<file path="config.mk">
export PLATFORM = sky130hd
export DESIGN_NAME = inst_fetch_flat
export DESIGN_NICKNAME = d
export VERILOG_FILES = /design/src/rtl/inst_fetch_if.sv /design/src/rtl/inst_fetch.sv /design/src/flat_wrapper.sv
export SDC_FILE = /design/constraint.sdc
export NUM_CORES = 1
export LEC_CHECK = 0
export ABC_CLOCK_PERIOD_IN_PS = 6700
export CAP_MARGIN = 20
export CORE_MARGIN = 1
export CORE_UTILIZATION = 30
export CTS_CLUSTER_SIZE = 40
export DETAILED_ROUTE_END_ITERATION = 8
export DONT_BUFFER_PORTS = 1
export PLACE_DENSITY = 0.49
export SLEW_MARGIN = 20
export SYNTH_ARGS = -nofsm -noshare
export SYNTH_HDL_FRONTEND = slang
export SYNTH_SLANG_ARGS = --single-unit
</file>
<file path="constraint.sdc">
create_clock -name clk -period 6.7 [get_ports clk]
set_clock_uncertainty 0.05 [all_clocks]
set_input_delay 0 -clock clk [delete_from_list [all_inputs] [get_ports clk]]
set_output_delay 0 -clock clk [all_outputs]
set_load 0.02 [all_outputs]
</file>
<file path="src/rtl/inst_fetch_if.sv">
// inst_fetch_if: bundles the instruction-memory, redirect and decode-side
// handshake signals of the fetch stage. The misalign flag exists only when
// FETCH_ALIGN_CHECK_EN is defined.
interface inst_fetch_if;
  // instruction memory request/response
  logic        imem_req;
  logic [31:0] imem_addr;
  logic        imem_ack;
  logic [31:0] imem_rdata;
  // redirect from execute
  logic        redirect_valid;
  logic [31:0] redirect_pc;
  // decode-side valid/ready
  logic        out_valid;
  logic        out_ready;
  logic [31:0] out_inst;
  logic [31:0] out_pc;
`ifdef FETCH_ALIGN_CHECK_EN
  logic        misalign;
`endif

  // fetch stage side
  modport master (
`ifdef FETCH_ALIGN_CHECK_EN
    output misalign,
`endif
    output imem_req, imem_addr, out_valid, out_inst, out_pc,
    input  imem_ack, imem_rdata, redirect_valid, redirect_pc, out_ready
  );

  // memory / execute / decode side
  modport slave (
`ifdef FETCH_ALIGN_CHECK_EN
    input  misalign,
`endif
    input  imem_req, imem_addr, out_valid, out_inst, out_pc,
    output imem_ack, imem_rdata, redirect_valid, redirect_pc, out_ready
  );
endinterface

</file>
<file path="src/rtl/inst_fetch.sv">
// inst_fetch: RISC-V instruction fetch stage. Owns the PC, issues one word
// read at a time to instruction memory, buffers returned {pc, inst} pairs in
// a DEPTH-entry FIFO and hands them to decode over valid/ready. A redirect
// flushes the buffer and restarts fetch at the target; a request already in
// flight is drained and its data thrown away (DROP state).
// Optional feature macro: FETCH_ALIGN_CHECK_EN -- a misaligned redirect target
// sets a sticky misalign flag and parks fetch in HALT until reset. Without it
// the two low target bits are simply cleared.
module inst_fetch #(
  parameter logic [31:0] RESET_PC = 32'h0000_0000,
  parameter int          DEPTH    = 2
) (
  input  logic         clk,
  input  logic         reset,
  inst_fetch_if.master bus
);

  localparam int PW = $clog2(DEPTH);
  localparam int CW = PW + 1;

  typedef enum logic [1:0] {
    IDLE = 2'd0,
    REQ  = 2'd1,
    DROP = 2'd2
`ifdef FETCH_ALIGN_CHECK_EN
    ,
    HALT = 2'd3
`endif
  } state_t;

  state_t        state_q;
  logic [31:0]   addr_q;
  logic [31:0]   next_pc_q;
  logic          imem_req_q;
  logic [PW-1:0] wr_ptr_q;
  logic [PW-1:0] rd_ptr_q;
  logic [CW-1:0] count_q;
  logic [31:0]   pc_mem   [DEPTH];
  logic [31:0]   inst_mem [DEPTH];
`ifdef FETCH_ALIGN_CHECK_EN
  logic          misalign_q;
  logic          bad_tgt;
  logic          go_halt;
`endif

  logic [31:0]   redir_tgt;
  logic          redirect_take;
  logic          ack_take;
  logic          push;
  logic          pop;
  logic          out_valid_w;
  logic [CW-1:0] count_d;
  logic          has_room;
  logic [DEPTH-1:0] wr_en;

`ifdef FETCH_ALIGN_CHECK_EN
  // Target is taken as-is; a nonzero low pair is an error that halts fetch.
  assign redir_tgt     = bus.redirect_pc;
  assign bad_tgt       = |bus.redirect_pc[1:0];
  // Once the flag is set, any drained request leads to HALT, never a refetch.
  assign go_halt       = bad_tgt | misalign_q;
  assign redirect_take = bus.redirect_valid && (state_q != HALT);
  assign out_valid_w   = (count_q != '0) && !redirect_take && (state_q != HALT);
  assign bus.misalign  = misalign_q;
`else
  // Without the check the target is silently word-aligned.
  assign redir_tgt     = bus.redirect_pc & 32'hFFFF_FFFC;
  assign redirect_take = bus.redirect_valid;
  assign out_valid_w   = (count_q != '0) && !redirect_take;
`endif

  // Acks only count while a request is actually outstanding.
  assign ack_take = imem_req_q && bus.imem_ack;
  // Data returned in DROP or alongside a redirect is never buffered.
  assign push     = (state_q == REQ) && ack_take && !redirect_take;
  assign pop      = out_valid_w && bus.out_ready;
  assign count_d  = count_q + CW'(push) - CW'(pop);
  assign has_room = count_d < CW'(DEPTH);

  assign bus.imem_req  = imem_req_q;
  assign bus.imem_addr = addr_q;
  assign bus.out_valid = out_valid_w;
  assign bus.out_pc    = pc_mem[rd_ptr_q];
  assign bus.out_inst  = inst_mem[rd_ptr_q];

  // One-hot write enable selecting the buffer slot under the write pointer.
  for (genvar gi = 0; gi < DEPTH; gi++) begin : g_wr_en
    assign wr_en[gi] = push && (wr_ptr_q == PW'(gi));
  end

  // Buffer storage; entries cleared on reset so the head reads zero.
  always_ff @(posedge clk or posedge reset) begin
    if (reset) begin
      for (int i = 0; i < DEPTH; i++) begin
        pc_mem[i]   <= '0;
        inst_mem[i] <= '0;
      end
    end else begin
      for (int i = 0; i < DEPTH; i++) begin
        if (wr_en[i]) begin
          pc_mem[i]   <= addr_q;
          inst_mem[i] <= bus.imem_rdata;
        end
      end
    end
  end

  // Buffer pointers and occupancy; a redirect empties the buffer outright.
  always_ff @(posedge clk or posedge reset) begin
    if (reset) begin
      wr_ptr_q <= '0;
      rd_ptr_q <= '0;
      count_q  <= '0;
    end else if (redirect_take) begin
      wr_ptr_q <= '0;
      rd_ptr_q <= '0;
      count_q  <= '0;
    end else begin
      if (push) wr_ptr_q <= wr_ptr_q + PW'(1);
      if (pop)  rd_ptr_q <= rd_ptr_q + PW'(1);
      count_q <= count_d;
    end
  end

  // Fetch FSM: PC tracking, request address and the registered request strobe.
  always_ff @(posedge clk or posedge reset) begin
    if (reset) begin
      state_q    <= IDLE;
      addr_q     <= RESET_PC;
      next_pc_q  <= RESET_PC;
      imem_req_q <= 1'b0;
`ifdef FETCH_ALIGN_CHECK_EN
      misalign_q <= 1'b0;
`endif
    end else if (redirect_take) begin
      next_pc_q <= redir_tgt;
`ifdef FETCH_ALIGN_CHECK_EN
      if (bad_tgt) misalign_q <= 1'b1;
`endif
      case (state_q)
        IDLE: begin
`ifdef FETCH_ALIGN_CHECK_EN
          if (go_halt) begin
            state_q    <= HALT;
            imem_req_q <= 1'b0;
          end else
`endif
          begin
            addr_q     <= redir_tgt;
            state_q    <= REQ;
            imem_req_q <= 1'b1;
          end
        end
        REQ: begin
          if (ack_take) begin
            // The request just completed, so the target can go out next cycle.
`ifdef FETCH_ALIGN_CHECK_EN
            if (go_halt) begin
              state_q    <= HALT;
              imem_req_q <= 1'b0;
            end else
`endif
            begin
              addr_q <= redir_tgt;
            end
          end else begin
            // Address must stay put until the in-flight request is acked.
            state_q <= DROP;
          end
        end
        DROP: begin
          if (ack_take) begin
`ifdef FETCH_ALIGN_CHECK_EN
            if (go_halt) begin
              state_q    <= HALT;
              imem_req_q <= 1'b0;
            end else
`endif
            begin
              addr_q  <= redir_tgt;
              state_q <= REQ;
            end
          end
        end
        default: ;
      endcase
    end else begin
      case (state_q)
        IDLE: begin
          if (has_room) begin
            addr_q     <= next_pc_q;
            state_q    <= REQ;
            imem_req_q <= 1'b1;
          end
        end
        REQ: begin
          if (ack_take) begin
            next_pc_q <= addr_q + 32'd4;
            if (has_room) begin
              addr_q <= addr_q + 32'd4;
            end else begin
              state_q    <= IDLE;
              imem_req_q <= 1'b0;
            end
          end
        end
        DROP: begin
          if (ack_take) begin
`ifdef FETCH_ALIGN_CHECK_EN
            if (misalign_q) begin
              state_q    <= HALT;
              imem_req_q <= 1'b0;
            end else
`endif
            begin
              addr_q  <= next_pc_q;
              state_q <= REQ;
            end
          end
        end
`ifdef FETCH_ALIGN_CHECK_EN
        HALT: ;
`endif
        default: begin
          state_q    <= IDLE;
          imem_req_q <= 1'b0;
        end
      endcase
    end
  end

endmodule

</file>
<file path="src/flat_wrapper.sv">
// flat-port wrapper written by rule: the top's interface ports become plain ports
module inst_fetch_flat 
#(
  parameter logic [31:0] RESET_PC = 32'h0000_0000,
  parameter int          DEPTH    = 2
)
  (clk, reset, bus_imem_req, bus_imem_addr, bus_out_valid, bus_out_inst, bus_out_pc, bus_imem_ack, bus_imem_rdata, bus_redirect_valid, bus_redirect_pc, bus_out_ready);
  inst_fetch_if bus_i ();
  input  logic clk;
  input  logic reset;
  output wire logic [$bits(bus_i.imem_req)-1:0] bus_imem_req;
  output wire logic [$bits(bus_i.imem_addr)-1:0] bus_imem_addr;
  output wire logic [$bits(bus_i.out_valid)-1:0] bus_out_valid;
  output wire logic [$bits(bus_i.out_inst)-1:0] bus_out_inst;
  output wire logic [$bits(bus_i.out_pc)-1:0] bus_out_pc;
  input wire logic [$bits(bus_i.imem_ack)-1:0] bus_imem_ack;
  input wire logic [$bits(bus_i.imem_rdata)-1:0] bus_imem_rdata;
  input wire logic [$bits(bus_i.redirect_valid)-1:0] bus_redirect_valid;
  input wire logic [$bits(bus_i.redirect_pc)-1:0] bus_redirect_pc;
  input wire logic [$bits(bus_i.out_ready)-1:0] bus_out_ready;
  assign bus_imem_req = bus_i.imem_req;
  assign bus_imem_addr = bus_i.imem_addr;
  assign bus_out_valid = bus_i.out_valid;
  assign bus_out_inst = bus_i.out_inst;
  assign bus_out_pc = bus_i.out_pc;
  assign bus_i.imem_ack = bus_imem_ack;
  assign bus_i.imem_rdata = bus_imem_rdata;
  assign bus_i.redirect_valid = bus_redirect_valid;
  assign bus_i.redirect_pc = bus_redirect_pc;
  assign bus_i.out_ready = bus_out_ready;
  inst_fetch #(.RESET_PC(RESET_PC), .DEPTH(DEPTH)) u_core (.clk(clk), .reset(reset), .bus(bus_i));
endmodule
</file>
==> impl_results.md <==
- Status: complete, no violations
- Area share of the largest cell type after synthesis: 51.51%
- Post-route clock period utilization: 63.08%
- Post-layout min period: about 4200 ps
- Upper clock frequency limit: between 0.2 and 0.25 GHz
- Initial DRT Pass Iterations: 5
- EDFF count, synth: 0
- Pre-CTS WS: 2451 ps
- Die Width: ~180 µm
- Most frequent standard cell in the layout excluding fill and tap cells: sky130_fd_sc_hd__dfrtp_1
- Mapped cell area: 0.009668 mm²
- Wire length per cell: 20.38 µm
- Total negative slack: 0 ps
- Detailed-route wire length: 26.28 mm
- Number of CTS-inserted buffers: 17
- Sequential cell area fraction in the yosys report: 51.51%
- Stage delay of the slowest cell on the critical path: 660 ps
- Number of design rule violations left after detail routing: 0
- Initial standard-cell utilization of the core: 30.56%
- Met2 demand-to-capacity share in global routing: 26.02%
- Library cell with the largest summed area after synthesis: sky130_fd_sc_hd__dfrtp_1
- Most used DFF post-synth: sky130_fd_sc_hd__dfrtp_1
- Count of routing violations after the opening detailed-route iteration: 450
- R2r worst-path depth: 13
- Count of buffers inserted at the top-level ports: 0
- Row count: 65
- Number of max-cap violations: 0
- Clock Sinks: 199
- Largest family of logic cells by synthesized area: multiplexers
- Setup repair after global routing missed its margin: false
- Number of setup violations in the final report: 0
- Residual overflow from global routing: 0
- Final standard cell utilization of the core: 36.02%
- Initial antenna violation count: 2
- Largest net degree at the start of global routing: 140
- Cells traversed along the worst timing path: inv_1 -> ha_1 -> inv_2 -> nor2_2 -> nand2_1 -> inv_2 -> ha_1 -> xnor3_1 -> nor2_1 -> o32ai_2 -> buf_4 -> o21ai_0 -> a22o_1
- Pwr per Cell Area: 457.5 mW/mm²
- Met1 track utilization from global routing: 21.94%
- Top Family by Delay on Critical Path: adder cells
- Count of antenna-violating nets left after detailed routing: 0
- GRT met3 Usage: 5.275%
- Actual transition at the worst max-transition pin: 1077 ps
- Worst Path Arrival: 4520 ps
- Peak-usage layer in the global routing report: met2
- Largest voltage drop on the vdd net: 0.2086 mV
- Count of cells resized by post-cts repair: 0
- Via count: 6785
- Critical path capture point: u_core.bus.imem_addr[12]
- Source of the worst register-to-register timing path: u_core.state_q[1]
- Leakage dissipation: 4.793 nW
- XOR/XNOR Fraction of Synth Area: 2.951%
- Worst setup path start: u_core.state_q[1]
- Worst-case register-to-register setup slack: between 2000 and 2500 ps
- Root buffer cell: sky130_fd_sc_hd__clkbuf_16
- Share of flip-flops with an asynchronous set or reset after synthesis: 100.0%
- Syn_area_per_cell: between 10 and 15 µm²
- Hold slack: 45.01 ps
- Area contributors post-synth: sky130_fd_sc_hd__dfrtp_1 (52%), sky130_fd_sc_hd__mux2_2 (22%), sky130_fd_sc_hd__o21ai_0 (3.4%), sky130_fd_sc_hd__xnor2_1 (2.4%), sky130_fd_sc_hd__a22oi_1 (1.9%)
- Adder-cell area share of the yosys netlist: 0.7765%
- Fraction of the mapped netlist area in simple logic gates: 7.312%
- Max-slew headroom: 28.20%
- Commonest cells after routing, fill and taps aside: sky130_fd_sc_hd__dfrtp_1 (198), sky130_fd_sc_hd__mux2_2 (185), sky130_fd_sc_hd__dlygate4sd3_1 (75)
- Total Nets Final: 948
- DP HPWL: between 15 and 20 mm
- Final hold violation count: 0
- Final count of pins violating max slew: 0
- Crit. End Element: register
- Area growth from synthesis to layout: 17.87%
- Full die area: 0.03295 mm²
- Count of state elements after synthesis: approximately 200
- Total Routing Usage GR: about 17%
- Worst skew pair latency: around 450 ps
- Share of layout cells above drive strength 1: 27.20%
- Biggest fanout along the worst timing path: 19
- Via count of the first global-routing pass: 6873
- Worst reg2reg endpoint: u_core.bus.imem_addr[12]
- Via density per instance: 5.264
- Total power of the final layout: 0.005214 W
- Worst hold path type: primary input to async pin
- Slowest stage cell on the critical path: sky130_fd_sc_hd__ha_1
- CTS clk-pin slew, worst paths: 80 ps
- Final weighted congestion in routability-driven placement: 0.7735
- Cell depth of the worst setup path: 13
- Multiplexer share of the synthesized area: 21.86%
- Clock tree from TritonCTS: built
- Wire length of the first global-routing pass: 41.58 mm
- Startpoint Class: register
- I/O pins: approximately 170
- Unique cell type count in the Yosys netlist: 54
- Number of warnings reported in the yosys synthesis log: 0
- Setup fix buffers added after clock tree synthesis: 0
- Nets in the synthesized netlist: 905
- H-tree level count: 4
- Path type of the worst setup path: register to register
- Core area: 0.03164 mm²
- CP Buf/Inv Count: 4
- Post-synthesis compound-gate area fraction: 12.13%
- Vert. Die Dim: 181.5 µm
- Critical Path RT: 6990 ps
- Synthesized netlist cell count: 830
- Crit path setup slack, layout: 2474 ps
- Clock buffer depth: 2
## sequential cells by signal, summed over array words and instances, names as in the netlist
| register | flops |
|---|---|
| u_core.bus.imem_addr | 32 |
| u_core.bus.imem_req | 1 |
| u_core.count_q | 2 |
| u_core.inst_mem | 64 |
| u_core.next_pc_q | 32 |
| u_core.pc_mem | 64 |
| u_core.rd_ptr_q | 1 |
| u_core.state_q | 2 |
| u_core.wr_ptr_q | 1 |
## worst min path at each step
stage / end / slack (ps)
6_report: u_core.pc_mem[38] / 50
5_1_grt: u_core.next_pc_q[5] / 60
4_1_cts: u_core.next_pc_q[6] / 20
3_5_place_dp: u_core.count_q[0] / 30
3_3_place_gp: u_core.count_q[0] / 20
2_1_floorplan: u_core.next_pc_q[2] / 70
## cell type report
cell class                 instances  area, µm²
timing repair buffer              86      873.3
inverter                          18      75.07
antenna                            1      2.502
clock inverter                    13      137.6
clock buffer                      19      442.9
sequential                       199       4984
fill                            3176      20240
multi-input combinational        551       4378
tap                              402      503.0
## cell families (layout without fill, tap and decap cells)
family / count (synthesis) / in the layout
AO/OA/AOI/OAI: 180 / 180
XOR/XNOR: 31 / 31
adder cells (fa/ha/maj): 6 / 6
buffers and inverters: 80 / 136
flip-flops: 199 / 199
multiplexers: 188 / 188
other: 0 / 1
AND/OR/NAND/NOR: 146 / 146
## Yosys cell counts (all sizes together) (2+ instances only)
library cell / number
xor2: 3
a211oi: 3
mux2: 185
nor2b: 2
nand2: 48
nand4: 9
o211ai: 2
o41ai: 2
nand3: 12
o2bb2ai: 6
and3: 7
buf: 29
nor2: 44
a22oi: 24
or2: 2
and2: 3
a22o: 6
or4: 2
nand2b: 3
o31a: 5
or3: 2
a221oi: 5
o31ai: 2
o21ai: 66
mux2i: 3
a222oi: 10
dfrtp: 199
a31oi: 5
o311a: 3
nor3: 4
clkbuf: 33
xnor2: 27
a21oi: 24
nor4: 3
o22ai: 12
ha: 6
o32ai: 2
and4: 3
inv: 18
## where the power goes
part / internal [W] / leakage (nW) / switching (W)
clock network: 0.000536 / 0.273 / 0.000511
logic: 0.000832 / 2.01 / 0.00109
registers: 0.00166 / 2.51 / 0.000579
## worst reg2reg max path: cells and delay by family (launching register included)
family	cells	cell delay (ps)
adder cells (fa/ha/maj)	2	910
AO/OA/AOI/OAI	3	900
buffers and inverters	4	860
AND/OR/NAND/NOR	3	810
flip-flops	1	380
XOR/XNOR	1	210
## routing by layer
metal / wire (µm) / vias up / part of all wire (%)
met5: 10 / - / 0.038
met4: 257 / 2 / 0.98
met3: 1704 / 23 / 6.5
met2: 12300 / 201 / 47
met1: 12010 / 3445 / 46
li1: - / 3114 / -
## stage by stage
stage                     cell area, µm²  instances
after detailed placement           10010       1179
after global routing               11400       1289
after floorplan                     9668        830
after global placement             10010       1179
final                              11400       1289
after CTS                          11370       1287
## timing repair
| item | 4_1_cts | 5_1_grt |
|---|---|---|
| hold endpoints to repair | 271 | 0 |
| hold buffers | 76 | 0 |
| setup endpoints to repair | 0 | 0 |
No activity file was read; power rests on OpenSTA's default activity.
